$ cat config.mk
export PLATFORM = sky130hd
export DESIGN_NAME = fetch_unit
export DESIGN_NICKNAME = d
export VERILOG_FILES = /design/src/rtl/fetch_unit.sv
export SDC_FILE = /design/constraint.sdc
export NUM_CORES = 1
export LEC_CHECK = 0
export CAP_MARGIN = 20
export CORE_MARGIN = 2
export CORE_UTILIZATION = 47
export CTS_CLUSTER_DIAMETER = 80
export DETAILED_ROUTE_END_ITERATION = 12
export HOLD_SLACK_MARGIN = 0.1
export PLACE_DENSITY = 0.86
export SLEW_MARGIN = 15
export SYNTH_ARGS = -nofsm -noshare
export SYNTH_HDL_FRONTEND = slang
export SYNTH_SLANG_ARGS = --single-unit
$ cat constraint.sdc
create_clock -name clk -period 3.7 [get_ports clk]
set_clock_uncertainty 0.2 [all_clocks]
set_input_delay 0.925 -clock clk [delete_from_list [all_inputs] [get_ports clk]]
set_output_delay 0.925 -clock clk [all_outputs]
set_load 0.03 [all_outputs]
$ cat src/rtl/fetch_unit.sv
// fetch_unit -- instruction fetch stage with a one-entry output buffer.
//
// Keeps a PC and a request address. It issues one instruction-memory read at
// a time and presents each returned word to decode through a valid/ready
// buffer. A redirect from branch resolution (branch/JSR, trap, JMP) replaces
// the PC and flushes the buffer. If a read is still outstanding, its response
// is waited out in SQUASH and then dropped. The memory address never changes
// under an active read.
//
// Ports
//   clk, reset_n                   clock, synchronous active-low reset
//   redirect_valid, redirect_sel   redirect strobe and PC source
//                                  (00 none, 01 br, 10 trap, 11 jmp)
//   br_target, trap_target,
//   jmp_target                     candidate redirect PCs
//   imem_read, imem_address        memory read request and address
//   imem_rdata, imem_resp          returned word and its one-cycle strobe
//   if_valid, if_pc, if_ir         buffered instruction presented to decode
//   if_ready                       decode accepts the buffered instruction
//   squash_count                   count of discarded fetches
//
// Build option
//   FETCH_SQUASH_COUNT_EN  When defined, squash_count is a saturating count
//                          of dropped responses and flushed buffer entries.
//                          When undefined, squash_count is tied to zero.
module fetch_unit #(
    parameter logic [15:0] RESET_PC = 16'h0000
) (
    input  logic        clk,
    input  logic        reset_n,
    input  logic        redirect_valid,
    input  logic [1:0]  redirect_sel,
    input  logic [15:0] br_target,
    input  logic [15:0] trap_target,
    input  logic [15:0] jmp_target,
    output logic        imem_read,
    output logic [15:0] imem_address,
    input  logic [15:0] imem_rdata,
    input  logic        imem_resp,
    output logic        if_valid,
    output logic [15:0] if_pc,
    output logic [15:0] if_ir,
    input  logic        if_ready,
    output logic [15:0] squash_count
);

    typedef enum logic [1:0] {IDLE, REQ, SQUASH} state_t;

    state_t      state, state_nxt;
    logic [15:0] pc, pc_nxt;
    logic [15:0] req_addr, req_addr_nxt;
    logic        if_valid_nxt;
    logic [15:0] if_pc_nxt, if_ir_nxt;
    logic        redirect, xfer;
    logic [15:0] target;

    // A strobe with sel=00 is not a redirect.
    assign redirect     = redirect_valid && (redirect_sel != 2'b00);
    assign xfer         = if_valid && if_ready;
    assign imem_read    = (state != IDLE);
    assign imem_address = req_addr;

    always_comb begin
        target = br_target;
        case (redirect_sel)
            2'b10:   target = trap_target;
            2'b11:   target = jmp_target;
            default: target = br_target;
        endcase
    end

    always_comb begin
        state_nxt    = state;
        pc_nxt       = pc;
        req_addr_nxt = req_addr;
        if_valid_nxt = if_valid && !xfer;
        if_pc_nxt    = if_pc;
        if_ir_nxt    = if_ir;

        if (redirect) begin
            pc_nxt       = target;
            if_valid_nxt = 1'b0;
            // The bus is free to start the new target now if no read is
            // pending or the pending read completes this cycle. Otherwise
            // keep the old address on the bus until the response is dropped.
            if (state == IDLE || imem_resp) begin
                req_addr_nxt = target;
                state_nxt    = REQ;
            end else begin
                state_nxt = SQUASH;
            end
        end else begin
            case (state)
                IDLE: begin
                    if (!if_valid || xfer) begin
                        req_addr_nxt = pc;
                        state_nxt    = REQ;
                    end
                end
                REQ: begin
                    if (imem_resp) begin
                        if_valid_nxt = 1'b1;
                        if_pc_nxt    = req_addr;
                        if_ir_nxt    = imem_rdata;
                        pc_nxt       = req_addr + 16'd2;
                        state_nxt    = IDLE;
                    end
                end
                SQUASH: begin
                    if (imem_resp) begin
                        req_addr_nxt = pc;
                        state_nxt    = REQ;
                    end
                end
                default: state_nxt = IDLE;
            endcase
        end
    end

    always_ff @(posedge clk) begin
        if (!reset_n) begin
            state    <= IDLE;
            pc       <= RESET_PC;
            req_addr <= RESET_PC;
            if_valid <= 1'b0;
            if_pc    <= '0;
            if_ir    <= '0;
        end else begin
            state    <= state_nxt;
            pc       <= pc_nxt;
            req_addr <= req_addr_nxt;
            if_valid <= if_valid_nxt;
            if_pc    <= if_pc_nxt;
            if_ir    <= if_ir_nxt;
        end
    end

`ifdef FETCH_SQUASH_COUNT_EN
    logic        discard, flush;
    logic [1:0]  inc;
    logic [16:0] sum;
    logic [15:0] squash_cnt;

    // A response is dropped when it arrives with a redirect, or while in
    // SQUASH. A late response in IDLE is not a read of this block, so it
    // is not counted.
    assign discard = imem_read && imem_resp && (redirect || state == SQUASH);
    // A buffered instruction that decode accepts on the redirect edge was
    // delivered, so it is not counted as flushed.
    assign flush   = redirect && if_valid && !if_ready;
    assign inc     = {1'b0, discard} + {1'b0, flush};
    assign sum     = {1'b0, squash_cnt} + {15'd0, inc};

    always_ff @(posedge clk) begin
        if (!reset_n) squash_cnt <= '0;
        else          squash_cnt <= sum[16] ? 16'hFFFF : sum[15:0];
    end

    assign squash_count = squash_cnt;
`else
    assign squash_count = '0;
`endif

endmodule
==> impl_metrics.toml, run 1 <==
[timing]
slew_viol_final = 0
fin_crit_ps = 2790
fin_tns_setup_ps = 0
rsz0062_at_grt = "no"
finalCritPeriodShare = 0.755
timing.fmax_mhz = 358
setup_viol = 0
worst_hold_slack_ps = 253
finalHoldViolations = 0

[route]
drt_iter0_markers = 176
num_vias = 3400
via_per_inst = 5.41
wl_per_cell_um = 14.2
drt.antenna.violating_nets = 0
drt_pass1_iterations = 4
post-route-drc-count = 0
wirelength_um = 8890

[outcome]
outcome = "finished clean"

[clock_tree]
post_cts.repair.setup_buffers = 0
clkTransAtPathRegs_ps = 70
cts_buffer_depth = 2
clock-sinks = 67
clockRootBuffer = "clkbuf_8"
htree_levels = 3
postCtsHoldBufs = 0
cts_resized = 0
numCtsBuffers = 9
clk_latency_ps = 340
cts_tree = "done"

[die]
die_h_um = 89.3
dieArea_um2 = 7980
pin_count = 137
rows = 31
coreArea_um2 = 7140
dieWidth_um = 89.3
start_util = 0.479

[grt]
antenna_found_initial = 0
globalRouteOverflowTotal = 0
first_global_vias = 3023
grt.total_usage = 0.223
grt_pass1_wl_um = 14000
grt_max_degree = 43

[worst_setup_path]
end_kind = "flip-flop"
crit_fanout = 32
r2r-end = "pc[15]"
path_class = "in -> reg"
r2r_slack_ps = 1550
crit_arrival_ps = 2840
reg2reg_depth = 5
r2r-start = "imem_address[1]"
cp-start-kind = "input pin"
crit_required_ps = 3750

[cells_and_area]
drive_above_1_share = 0.0888
num_antenna_cells = 0
mostFrequentLayoutCells = "clkdlybuf4s50_1 (120), nand2_1 (100), dfxtp_1 (67)"
final_common_cell = "clkdlybuf4s50_1"
fin_area_um2 = 4790
area_growth_syn_to_layout_pct = 40.1
fin_nets = 597

[pwr]
power.leakage_nw = 1.68
switching_share = 0.306
power_switching_w = 0.000569
seq_power_share = 0.448
power_frac_comb = 0.247
pwr-share-clk = 0.306
power_density_nw_per_um2 = 387
power.internal_w = 0.00129
totalPowerFinal_w = 0.00186
peakVddDrop_mv = 0.182

[synth]
synth_top_cell_area_share = 0.392
syn_inst = 416
yosysSeqAreaShare = 0.392
avgSynthCellArea_um2 = 8.23
synthArstFlopShare = 0
synth_top_area_cell = "dfxtp_1"
ys_types = 47
netlist_area_um2 = 3420
ys_ff_latch = 67
synth_ff_type = "dfxtp_1"
synth_edf_count = 0
ys_warn_count = 0
yosys-top-cells-area = "dfxtp_1 (39%), nand2_1 (11%), a21oi_1 (6.0%), a311oi_2 (4.4%), mux2i_1 (4.4%)"

[placement]
post-dp-hpwl_um = 6550
place_area_um2 = 4620
portBuffers = 120
place.gp.congestion = 0.814

[hold_path]
hold_start = "if_ir[7]"
min_path_type = "reg -> reg"
hold_end = "if_ir[7]"
holdPathStages = 2

[run]
max-cap-violations = 0
[stage by stage]
stage           util  instances  worst slack (ps)
2_1_floorplan      -        431              1390
3_3_place_gp   0.647        613               661
3_5_place_dp   0.647        613               562
4_1_cts        0.672        628               907
5_1_grt        0.672        628               797
6_report       0.672        628               906
[routing by layer]
layer	vias up	routed length, µm	global-route usage
li1	1662	-	-
met1	1566	3840	0.289
met2	162	4380	0.375
met3	10	585	0.0416
met4	0	80	0.0746
met5	-	0	0
[cells in the mapped netlist, types with 5 or more instances]
cell      number
a21oi_1       41
a311oi_2      10
buf_2         14
buf_4         17
clkbuf_1      13
dfxtp_1       67
mux2_2         5
mux2i_1       15
nand2_1      100
nand3_1        5
nand4_1        6
nor2_1        20
nor3_1        13
o211ai_1      12
o21ai_0       11
o22ai_1        5
xnor2_1        6
[cell type report]
cell class | count | area (µm²)
repair buffers | 132 | 1300
clock buffers | 12 | 135
flip-flops and latches | 67 | 1340
clock inverters | 3 | 40.0
inverters | 4 | 15.0
well taps | 99 | 124
fillers | 594 | 2340
multi-input cells | 311 | 1830
[power groups by stage]
stage                     clock (W)  sequential (W)  combinational (W)
final                      0.000568        0.000831           0.000458
after global routing       0.000600        0.000838           0.000493
after CTS                  0.000572        0.000829           0.000459
after detailed placement          0        0.000845           0.000457
after global placement            0        0.000843           0.000447
after floorplan                   0        0.000885           0.000241
[how the worst max path moves through the flow]
| stage | startpoint | endpoint | slack, ps |
|---|---|---|---|
| 6_report | redirect_sel[0] | imem_address[13] | 910 |
| 5_1_grt | redirect_sel[0] | imem_address[11] | 800 |
| 4_1_cts | redirect_sel[0] | imem_address[13] | 910 |
| 3_5_place_dp | redirect_sel[0] | imem_address[13] | 560 |
| 3_3_place_gp | redirect_sel[0] | imem_address[14] | 660 |
| 2_1_floorplan | redirect_valid | imem_address[7] | 1390 |
[worst max-delay path: stages]
cell and delay (ps):
clkdlybuf4s50_1 750, o21ai_4 150, a221oi_4 280, buf_4 390
nor2_1 80, a311oi_1 260
[registers in the layout (all words and copies together), names as in the netlist]
name          flops
state             2
pc               16
if_pc            16
if_ir            16
imem_address     16
if_valid          1
[cells by family (layout without fill, tap and decap cells)]
group / count (synthesis) / count (layout) / synth area share
AND/OR/NAND/NOR: 158 / 158 / 0.197
adder cells (fa/ha/maj): 1 / 1 / 0.00366
XOR/XNOR: 8 / 8 / 0.0205
buffers and inverters: 53 / 151 / 0.0885
AO/OA/AOI/OAI: 108 / 108 / 0.237
other: 1 / 16 / 0.00110
flip-flops: 67 / 67 / 0.392
multiplexers: 20 / 20 / 0.0603
No activity file was read; power rests on OpenSTA's default activity.
==> run 2, diff against run 1 <==
--- a/config.mk
+++ b/config.mk
@@ -7,11 +7,11 @@
 export LEC_CHECK = 0
 export CAP_MARGIN = 20
 export CORE_MARGIN = 2
-export CORE_UTILIZATION = 47
+export CORE_UTILIZATION = 44
 export CTS_CLUSTER_DIAMETER = 80
 export DETAILED_ROUTE_END_ITERATION = 12
 export HOLD_SLACK_MARGIN = 0.1
-export PLACE_DENSITY = 0.86
+export PLACE_DENSITY = 0.81
 export SLEW_MARGIN = 15
 export SYNTH_ARGS = -nofsm -noshare
 export SYNTH_HDL_FRONTEND = slang
==> constraint.sdc (replaced) <==
create_clock -name clk -period 2.8 [get_ports clk]
set_clock_uncertainty 0.2 [all_clocks]
set_input_delay 0.7 -clock clk [delete_from_list [all_inputs] [get_ports clk]]
set_output_delay 0.7 -clock clk [all_outputs]
set_load 0.03 [all_outputs]
==> run 2 against run 1 <==
  * Core utilization down 3.9 points
  * Global-route usage up 0.10 points
  * Non-clock buffer count grew 6
  * Critical endpoint is now imem_read
  * Largest power group unchanged
  * Highest routed layer unchanged
==> impl_metrics.toml, run 2 (synthesized netlist as in run 1, its figures left out) <==
[timing]
timing.fmax_mhz = 391
finalHoldViolations = 0
setup_viol = 0
slew_viol_final = 0
finalCritPeriodShare = 0.914
fin_crit_ps = 2560
rsz0062_at_grt = "no"
fin_tns_setup_ps = 0

[clock_tree]
htree_levels = 3
clock-sinks = 67
numCtsBuffers = 9
clkTransAtPathRegs_ps = 70
post_cts.repair.setup_buffers = 0
cts_tree = "done"
cts_resized = 0
cts_buffer_depth = 2
clk_latency_ps = 340
clockRootBuffer = "clkbuf_8"
postCtsHoldBufs = 0

[grt]
use_met2 = 0.374
first_global_vias = 3265
grt.total_usage = 0.224
grt_use_met1 = 0.280
grt_max_degree = 33
met3_usage = 0.0485
globalRouteOverflowTotal = 0
grt.busiest_layer = "met2"
grt_pass1_wl_um = 15200
antenna_found_initial = 0

[route]
drt_iter0_markers = 210
drt_pass1_iterations = 4
wirelength_um = 9240
wl_per_cell_um = 14.5
drt.antenna.violating_nets = 0
num_vias = 3366
via_per_inst = 5.28
post-route-drc-count = 0

[cells_and_area]
instances_no_fill = 637
num_antenna_cells = 0
fin_area_um2 = 4840
final_common_cell = "clkdlybuf4s50_1"
nFillCells = 663
mostFrequentLayoutCells = "clkdlybuf4s50_1 (120), nand2_1 (100), dfxtp_1 (67)"
area_growth_syn_to_layout_pct = 41.4
fin_nets = 603
drive_above_1_share = 0.101

[die]
start_util = 0.447
rows = 32
coreArea_um2 = 7650
dieWidth_um = 92.2
pin_count = 137
die_h_um = 92.2
dieArea_um2 = 8500

[placement]
place.gp.congestion = 0.858
post-dp-hpwl_um = 7020
place_area_um2 = 4680
portBuffers = 120
placed_cells = 622

[run]
max-cap-violations = 0

[worst_setup_path]
crit_path_cell_trace = "or2_2, clkdlybuf4s50_1"
path_class = "reg -> out"
end_kind = "output port"
crit_arrival_ps = 1660
cpMaxStageDelayCell = "clkdlybuf4s50_1"
crit_fanout = 6
cp-start-kind = "flip-flop"
cpPeakStageDelay_ps = 600
crit_required_ps = 1900

[pwr]
peakVddDrop_mv = 0.247
totalPowerFinal_w = 0.00241
power.leakage_nw = 1.71
power_density_nw_per_um2 = 497

[outcome]
outcome = "finished clean"

[hold_path]
min_path_type = "reg -> reg"
run 2: power by group:
group	switching, W	total, W	leakage [nW]	internal, W
sequential	0.0000756	0.00109	0.549	0.00102
clock	0.000349	0.000685	0.0860	0.000337
combinational	0.000335	0.000625	1.07	0.000290
run 2: worst paths after layout:
path                            slack [ps]        end  cells past startpoint             from
worst min register to register         260   if_pc[1]                      2         if_pc[1]
worst max-delay path                   240  imem_read                      2         state[0]
worst min-delay path                   260   if_pc[1]                      2         if_pc[1]
worst max register to register         620     pc[15]                      6  imem_address[1]
run 2: layout make-up:
| type | count | area [µm²] | share of cell area |
|---|---|---|---|
| Clock inverter | 3 | 15.0 | 0.00310 |
| Clock buffer | 12 | 145 | 0.0300 |
| Inverter | 4 | 15.0 | 0.00310 |
| Tap cell | 102 | 128 | 0.0264 |
| Sequential cell | 67 | 1340 | 0.277 |
| Multi-Input combinational cell | 311 | 1830 | 0.379 |
| Timing Repair Buffer | 138 | 1360 | 0.281 |
run 2: metrics by stage:
step / hold WS, ps / setup WS, ps / util
final: 256 / 241 / 0.633
after global routing: 278 / 182 / 0.633
after CTS: 259 / 233 / 0.633
after detailed placement: 249 / 66.7 / 0.612
after global placement: 241 / 101 / 0.612
after floorplan: 255 / 712 / -
run 2: metal layers:
metal	routed length [µm]	up-vias
met3	530	18
li1	-	1667
met1	4070	1554
met4	164	0
met2	4480	127
met5	0	-
run 2: critical path, delay by kind of cell (launching register included):
kind,cells,cell delay (ps)
and+or+nand+nor,1,340
buffers and inverters,1,600
DFF,1,380
